## config.mk

```make
export PLATFORM = sky130hd
export DESIGN_NAME = playseq_jogador_auto
export DESIGN_NICKNAME = d
export VERILOG_FILES = /design/src/rtl/playseq_jogador_pkg.sv /design/src/rtl/playseq_temporizador.sv /design/src/rtl/playseq_jogador_auto.sv
export SDC_FILE = /design/constraint.sdc
export NUM_CORES = 1
export LEC_CHECK = 0
export BUFFER_PORTS_ARGS = -buffer_cell sky130_fd_sc_hd__buf_2
export CAP_MARGIN = 5
export CORE_UTILIZATION = 40
export CTS_CLUSTER_SIZE = 40
export DETAILED_ROUTE_END_ITERATION = 12
export PLACE_DENSITY = 0.62
export SYNTH_ARGS = -nofsm -noshare
export SYNTH_HDL_FRONTEND = slang
export SYNTH_SLANG_ARGS = --single-unit
```

## constraint.sdc

```tcl
create_clock -name clock -period 2.7 [get_ports clock]
set_clock_uncertainty 0.2 [all_clocks]
set_input_delay 0.54 -clock clock [delete_from_list [all_inputs] [get_ports clock]]
set_output_delay 0.54 -clock clock [all_outputs]
set_load 0.05 [all_outputs]
```

## src/rtl/playseq_jogador_pkg.sv

```systemverilog
// Shared types and constants for the PlaySeq automatic player.
// The optional feature macro PLAYSEQ_JOGADOR_INJETA_ERRO_EN is consumed by the top.
package playseq_jogador_pkg;

    localparam int unsigned TIMER_W = 16;
    localparam int unsigned LEN_W   = 5;
    localparam int unsigned BTN_W   = 4;

    typedef enum logic [3:0] {
        INICIAL   = 4'd0,
        ESPERA    = 4'd1,
        FILTRA    = 4'd2,
        ACESO     = 4'd3,
        APAGADO   = 4'd4,
        PRESSIONA = 4'd5,
        SOLTA     = 4'd6,
        GUARDA    = 4'd7,
        ERRO      = 4'd8
    } estado_t;

    // True when exactly one bit of the pattern is set
    function automatic logic eh_one_hot(input logic [BTN_W-1:0] v);
        return (v != '0) && ((v & (v - BTN_W'(1))) == '0);
    endfunction

endpackage

```

## src/rtl/playseq_temporizador.sv

```systemverilog
// Saturating up-counter; fim flags that the count equals limite.
module playseq_temporizador
    import playseq_jogador_pkg::*;
#(
    parameter int unsigned W = TIMER_W
) (
    input  logic         clock,
    input  logic         reset,
    input  logic         zera,
    input  logic         conta,
    input  logic [W-1:0] limite,
    output logic         fim
);

    logic [W-1:0] valor_q, valor_d;

    // Next count: clear has priority, counting stops at all-ones
    always_comb begin
        valor_d = valor_q;
        if (zera) begin
            valor_d = '0;
        end else if (conta && (valor_q != '1)) begin
            valor_d = valor_q + 1'b1;
        end
    end

    // Count register
    always_ff @(posedge clock or negedge reset) begin
        if (!reset) begin
            valor_q <= '0;
        end else begin
            valor_q <= valor_d;
        end
    end

    assign fim = (valor_q == limite);

endmodule

```

## src/rtl/playseq_jogador_auto.sv

```systemverilog
// PlaySeq automatic player: records the LED preview, then replays it on botoes.
// Optional macro PLAYSEQ_JOGADOR_INJETA_ERRO_EN adds injeta_erro, which corrupts
// the last press of a replay (pattern rotated left by one).
module playseq_jogador_auto
    import playseq_jogador_pkg::*;
#(
    parameter int unsigned DEPTH        = 16,
    parameter int unsigned MIN_ON       = 4,
    parameter int unsigned IDLE_END     = 2000,
    parameter int unsigned PRESS_CYCLES = 100,
    parameter int unsigned GAP_CYCLES   = 100
) (
    input  logic             clock,
    input  logic             reset,
    input  logic             habilita,
`ifdef PLAYSEQ_JOGADOR_INJETA_ERRO_EN
    input  logic             injeta_erro,
`endif
    input  logic [BTN_W-1:0] leds,
    output logic [BTN_W-1:0] botoes,
    output logic             jogando,
    output logic             erro,
    output logic [LEN_W-1:0] db_tamanho,
    output logic [3:0]       db_estado
);

    localparam int unsigned AW = (DEPTH > 1) ? $clog2(DEPTH) : 1;

    estado_t            state_q, state_d;
    logic [LEN_W-1:0]   len_q, len_d;
    logic [LEN_W-1:0]   idx_q, idx_d;
    logic [BTN_W-1:0]   cand_q, cand_d;
    logic [BTN_W-1:0]   botoes_q, botoes_d;
    logic               jogando_q, jogando_d;
    logic               erro_q, erro_d;
    logic               wr_en;
    logic [BTN_W-1:0]   buf_q [DEPTH];
    logic [BTN_W-1:0]   btn_rd;
    logic               ultimo;
    logic               tmr_zera, tmr_fim;
    logic [TIMER_W-1:0] tmr_limite;

    assign btn_rd = buf_q[idx_q[AW-1:0]];
    assign ultimo = (idx_q == len_q - 1'b1);

    // One timer serves every timed state; it restarts on each state change
    assign tmr_zera = (state_d != state_q) || (state_q == INICIAL);

    // Timer limit selected by the state currently being timed
    always_comb begin
        case (state_q)
            FILTRA:    tmr_limite = TIMER_W'(MIN_ON - 1);
            APAGADO:   tmr_limite = TIMER_W'(IDLE_END - 1);
            PRESSIONA: tmr_limite = TIMER_W'(PRESS_CYCLES - 1);
            SOLTA:     tmr_limite = TIMER_W'(GAP_CYCLES - 1);
            default:   tmr_limite = '0;
        endcase
    end

    playseq_temporizador #(.W(TIMER_W)) u_temporizador (
        .clock  (clock),
        .reset  (reset),
        .zera   (tmr_zera),
        .conta  (1'b1),
        .limite (tmr_limite),
        .fim    (tmr_fim)
    );

    // Next state plus capture/replay bookkeeping
    always_comb begin
        state_d = state_q;
        len_d   = len_q;
        idx_d   = idx_q;
        cand_d  = cand_q;
        wr_en   = 1'b0;
        if (state_q == INICIAL) begin
            len_d = '0;
        end
        if (!habilita) begin
            state_d = INICIAL;
        end else begin
            case (state_q)
                INICIAL: state_d = ESPERA;
                ESPERA: begin
                    if (leds != '0) begin
                        cand_d  = leds;
                        state_d = FILTRA;
                    end
                end
                FILTRA: begin
                    if (leds != cand_q) begin
                        state_d = ESPERA;
                    end else if (tmr_fim) begin
                        state_d = eh_one_hot(cand_q) ? ACESO : ERRO;
                    end
                end
                ACESO: begin
                    if (leds == '0) begin
                        if (len_q == LEN_W'(DEPTH)) begin
                            state_d = ERRO;
                        end else begin
                            wr_en   = 1'b1;
                            len_d   = len_q + 1'b1;
                            state_d = APAGADO;
                        end
                    end
                end
                APAGADO: begin
                    if (leds != '0) begin
                        cand_d  = leds;
                        state_d = FILTRA;
                    end else if (tmr_fim) begin
                        idx_d   = '0;
                        state_d = PRESSIONA;
                    end
                end
                PRESSIONA: if (tmr_fim) state_d = SOLTA;
                SOLTA: begin
                    if (tmr_fim) begin
                        if (ultimo) begin
                            state_d = GUARDA;
                        end else begin
                            idx_d   = idx_q + 1'b1;
                            state_d = PRESSIONA;
                        end
                    end
                end
                GUARDA: begin
                    len_d   = '0;
                    state_d = ESPERA;
                end
                ERRO:    state_d = ERRO;
                default: state_d = INICIAL;
            endcase
        end
    end

`ifdef PLAYSEQ_JOGADOR_INJETA_ERRO_EN
    logic inj_q, inj_d;

    // Latch the corruption request when the final press begins
    always_comb begin
        inj_d = inj_q;
        if ((state_d == PRESSIONA) && (state_q != PRESSIONA)) begin
            inj_d = injeta_erro && (idx_d == len_q - 1'b1);
        end
    end

    always_ff @(posedge clock or negedge reset) begin
        if (!reset) begin
            inj_q <= 1'b0;
        end else begin
            inj_q <= inj_d;
        end
    end
`endif

    // Output decode from the current state; registered below
    always_comb begin
        botoes_d  = '0;
        jogando_d = 1'b0;
        erro_d    = 1'b0;
        if (habilita) begin
            case (state_q)
                PRESSIONA: begin
                    botoes_d  = btn_rd;
`ifdef PLAYSEQ_JOGADOR_INJETA_ERRO_EN
                    if (inj_q && ultimo) begin
                        botoes_d = {btn_rd[BTN_W-2:0], btn_rd[BTN_W-1]};
                    end
`endif
                    jogando_d = 1'b1;
                end
                SOLTA:   jogando_d = 1'b1;
                ERRO:    erro_d    = 1'b1;
                default: ;
            endcase
        end
    end

    // State, counters and output registers
    always_ff @(posedge clock or negedge reset) begin
        if (!reset) begin
            state_q   <= INICIAL;
            len_q     <= '0;
            idx_q     <= '0;
            cand_q    <= '0;
            botoes_q  <= '0;
            jogando_q <= 1'b0;
            erro_q    <= 1'b0;
        end else begin
            state_q   <= state_d;
            len_q     <= len_d;
            idx_q     <= idx_d;
            cand_q    <= cand_d;
            botoes_q  <= botoes_d;
            jogando_q <= jogando_d;
            erro_q    <= erro_d;
        end
    end

    // Sequence buffer; contents are meaningless until written
    always_ff @(posedge clock) begin
        if (wr_en) begin
            buf_q[len_q[AW-1:0]] <= cand_q;
        end
    end

    assign botoes     = botoes_q;
    assign jogando    = jogando_q;
    assign erro       = erro_q;
    assign db_tamanho = len_q;
    assign db_estado  = state_q;

endmodule

```

==> flow_summary.yaml <==
cells_and_area:
  layout_commonest_cell: "edfxtp_1"
  fin_area_um2: 6336
  drive_above_1_share_pct: 32.08
  nets: 485
  diodes: 0
  instances_no_fill: 649
  final_core_util_pct: 49.60
  area_growth_pct: 19.69
  final_cell_mix: "edfxtp_1 (64), buf_4 (49), dfrtp_1 (32)"
worst_setup_path:
  required_ns: 2.75
  r2r_slack_ns: 0.08
  critical_path_class: "flip-flop to flip-flop"
  r2r-start: "db_estado[3]"
  crit_arrival_ns: 2.67
  max_stage_delay_ns: 0.45
  crit_buf_inv: 2
  r2r_cells: 7
  crit_family: "compound AO/OA/AOI/OAI gates"
  worst_path_max_delay_cell: "dfrtp_2"
  path_cells: "buf_4 -> inv_1 -> and3_2 -> o2111ai_1 -> o211a_1 -> o221a_4 -> nor4_1"
  r2r_end: "u_temporizador.valor_q[3]"
  start_kind: "flip-flop"
  critPathCaptureType: "flip-flop"
  crit_fanout: 16
clocking:
  cts_buffers: 9
  post_cts_buffers: 0
  clock_latency_ns: 0.36
  ctsRootBufferMaster: "clkbuf_16"
  htree_levels: 3
  cts_num_sinks: 104
  clk_pin_slew_ns: 0.08
  cts_tree: "done"
  cts_max_path_buffers: 2
grt:
  track_usage_pct: 18.67
  grt_max_degree: 22
  grt_pass1_vias: 3497
  gr-total-overflow: 0
  antenna_found_initial: 0
  grt_pass1_wl_um: 18820
place:
  port_buffers: 21
  post_dp_cell_area_um2: 5971
  dp.cells: 632
  dp_hpwl_um: 8358
  place.gp.congestion: 0.9258
floorplan:
  core-area_um2: 12770
  fp.dieW_um: 117.0
  num_rows: 41
  pin_count: 22
  start_util_pct: 41.44
  die_area_um2: 13700
  die_h_um: 117.0
synthesis:
  ys_ff_latch: 104
  synth_cell_type_count: 61
  ys_seq_area_share_pct: 55.21
  synth_edf_count: 64
  yosys_most_used_dff: "edfxtp_1"
  synthCells: 409
  synth_area_um2: 5294
  synth.net_count: 422
  avgSynthCellArea_um2: 12.94
  ys_warn_count: 0
  async_flop_share_pct: 38.46
route:
  routed_wirelength_um: 11700
  vias: 3605
  post-route-drc-count: 0
  drtPass1Iterations: 4
  drt-initial-drc-count: 335
  vias_per_cell: 5.555
  ant_nets: 0
  wl_per_cell_um: 18.03
worst_hold_path:
  hold_start: "habilita"
  hold_class: "primary input to flip-flop"
  hold_end: "erro"
  min_path_cells: 3
timing:
  worst_pin_slew_ns: 0.5369
  hold_viol: 0
  slew_headroom_pct: 63.93
  period_share_pct: 96.91
  post-route-min-period_ns: 2.617
  holdWs_ns: 0.3191
  setup_violations: 0
  finalMaxSlewViolations: 0
  fmax_mhz: 382.2
power_and_ir_drop:
  cellPowerDensity_nw_per_um2: 707.7
  ir_worst_vdd_uv: 358.4
  p_leak_uw: 0.002351
job:
  maxCapViolations: 0
status:
  status: "finished, final reports clean"
## metrics by stage
| stage | setup WS, ns | total power (uW) | TNS, ns |
|---|---|---|---|
| final | 0.08346 | 4484 | 0 |
| after global routing | -0.007349 | 4682 | -0.01278 |
| after CTS | 0.01778 | 4429 | 0 |
| after detailed placement | -0.1547 | 3154 | -6.554 |
| after global placement | -0.1534 | 3142 | -6.468 |
| after floorplan | 0.004320 | 2646 | 0 |
## flip-flops by register name, indices dropped and copies added (netlist names)
signal                  cells
buf_q                      64
jogando                     1
db_estado                   4
u_temporizador.valor_q     16
db_tamanho                  5
cand_q                      4
erro                        1
idx_q                       5
botoes                      4
## cell usage after synthesis, types with 4 or more instances
master | instances | share of area [%]
edfxtp_1 | 64 | 36
xor2_1 | 15 | 2.5
nor2b_1 | 4 | 0.47
clkbuf_1 | 11 | 0.78
dfrtp_1 | 40 | 19
inv_1 | 10 | 0.71
mux2i_1 | 6 | 1.1
or2_2 | 4 | 0.47
nand3_1 | 12 | 1.1
nor4_1 | 11 | 1.3
nand2_1 | 21 | 1.5
nor2_1 | 16 | 1.1
nor4_2 | 11 | 2.6
o21ai_0 | 8 | 0.76
and2_1 | 19 | 2.2
a211oi_1 | 4 | 0.57
a21oi_1 | 12 | 1.1
ha_1 | 6 | 1.4
mux4_2 | 20 | 8.5
buf_2 | 8 | 0.76
nor3_1 | 15 | 1.4
xnor2_1 | 12 | 2.0
and3_1 | 10 | 1.2
nand4_1 | 11 | 1.3
## worst max path at each step
stage,start,endpoint,slack [ns],depth (start not counted)
after floorplan,cand_q[1],u_temporizador.valor_q[10],0.004,6
after CTS,cand_q[3],u_temporizador.valor_q[2],0.02,7
after global routing,db_estado[0],u_temporizador.valor_q[13],-0.007,7
after detailed placement,leds[1],u_temporizador.valor_q[4],-0.15,8
after global placement,leds[1],u_temporizador.valor_q[13],-0.15,8
final,db_estado[3],u_temporizador.valor_q[3],0.08,7
## worst register-to-register path, cell delays in order (launching register included)
cell and delay, ns:
dfrtp_2 0.45, buf_4 0.19, inv_1 0.19, and3_2 0.29
o2111ai_1 0.23, o211a_1 0.31, o221a_4 0.37, nor4_1 0.29
## routing by layer
| metal | vias up | GRT usage [%] | routed length, um |
|---|---|---|---|
| met5 | - | 0 | 0 |
| met1 | 1780 | 27.40 | 5592 |
| li1 | 1705 | - | - |
| met2 | 102 | 27.53 | 5336 |
| met3 | 18 | 3.450 | 551 |
| met4 | 0 | 7.004 | 219 |
## repair_timing
| item | in CTS | in global routing |
|---|---|---|
| endpoints found under the setup margin | 0 | 22 |
| hold buffers | 1 | 0 |
| gates resized for setup | 0 | 15 |
| hold endpoints to repair | 20 | 0 |
## final cells by class
type	instances	area, um2
clock inverters	6	62.56
inverters	10	37.54
fillers	1138	6437
well taps	172	215.2
clock buffers	10	229.0
multi-input cells	272	2296
repair buffers	75	563.0
flip-flops and latches	104	2933
## cells by family after synthesis
kind of cell    Yosys count  synth area share [%]
buf+inv                  33                 2.813
flops                   104                 55.21
simple gates            156                 18.34
compound gates           56                 7.894
mux                      27                 9.856
fa+ha+maj                 6                 1.418
xor+xnor                 27                 4.467
## power by group
group / switching (uW) / internal (uW) / total (uW) / leakage, uW
Clock: 631 / 651 / 1280 / 0.000142
Sequential: 82.2 / 1890 / 1970 / 0.00110
Combinational: 723 / 511 / 1230 / 0.00111
Total: 1440 / 3050 / 4480 / 0.00235
No activity file was read; power rests on OpenSTA's default activity.
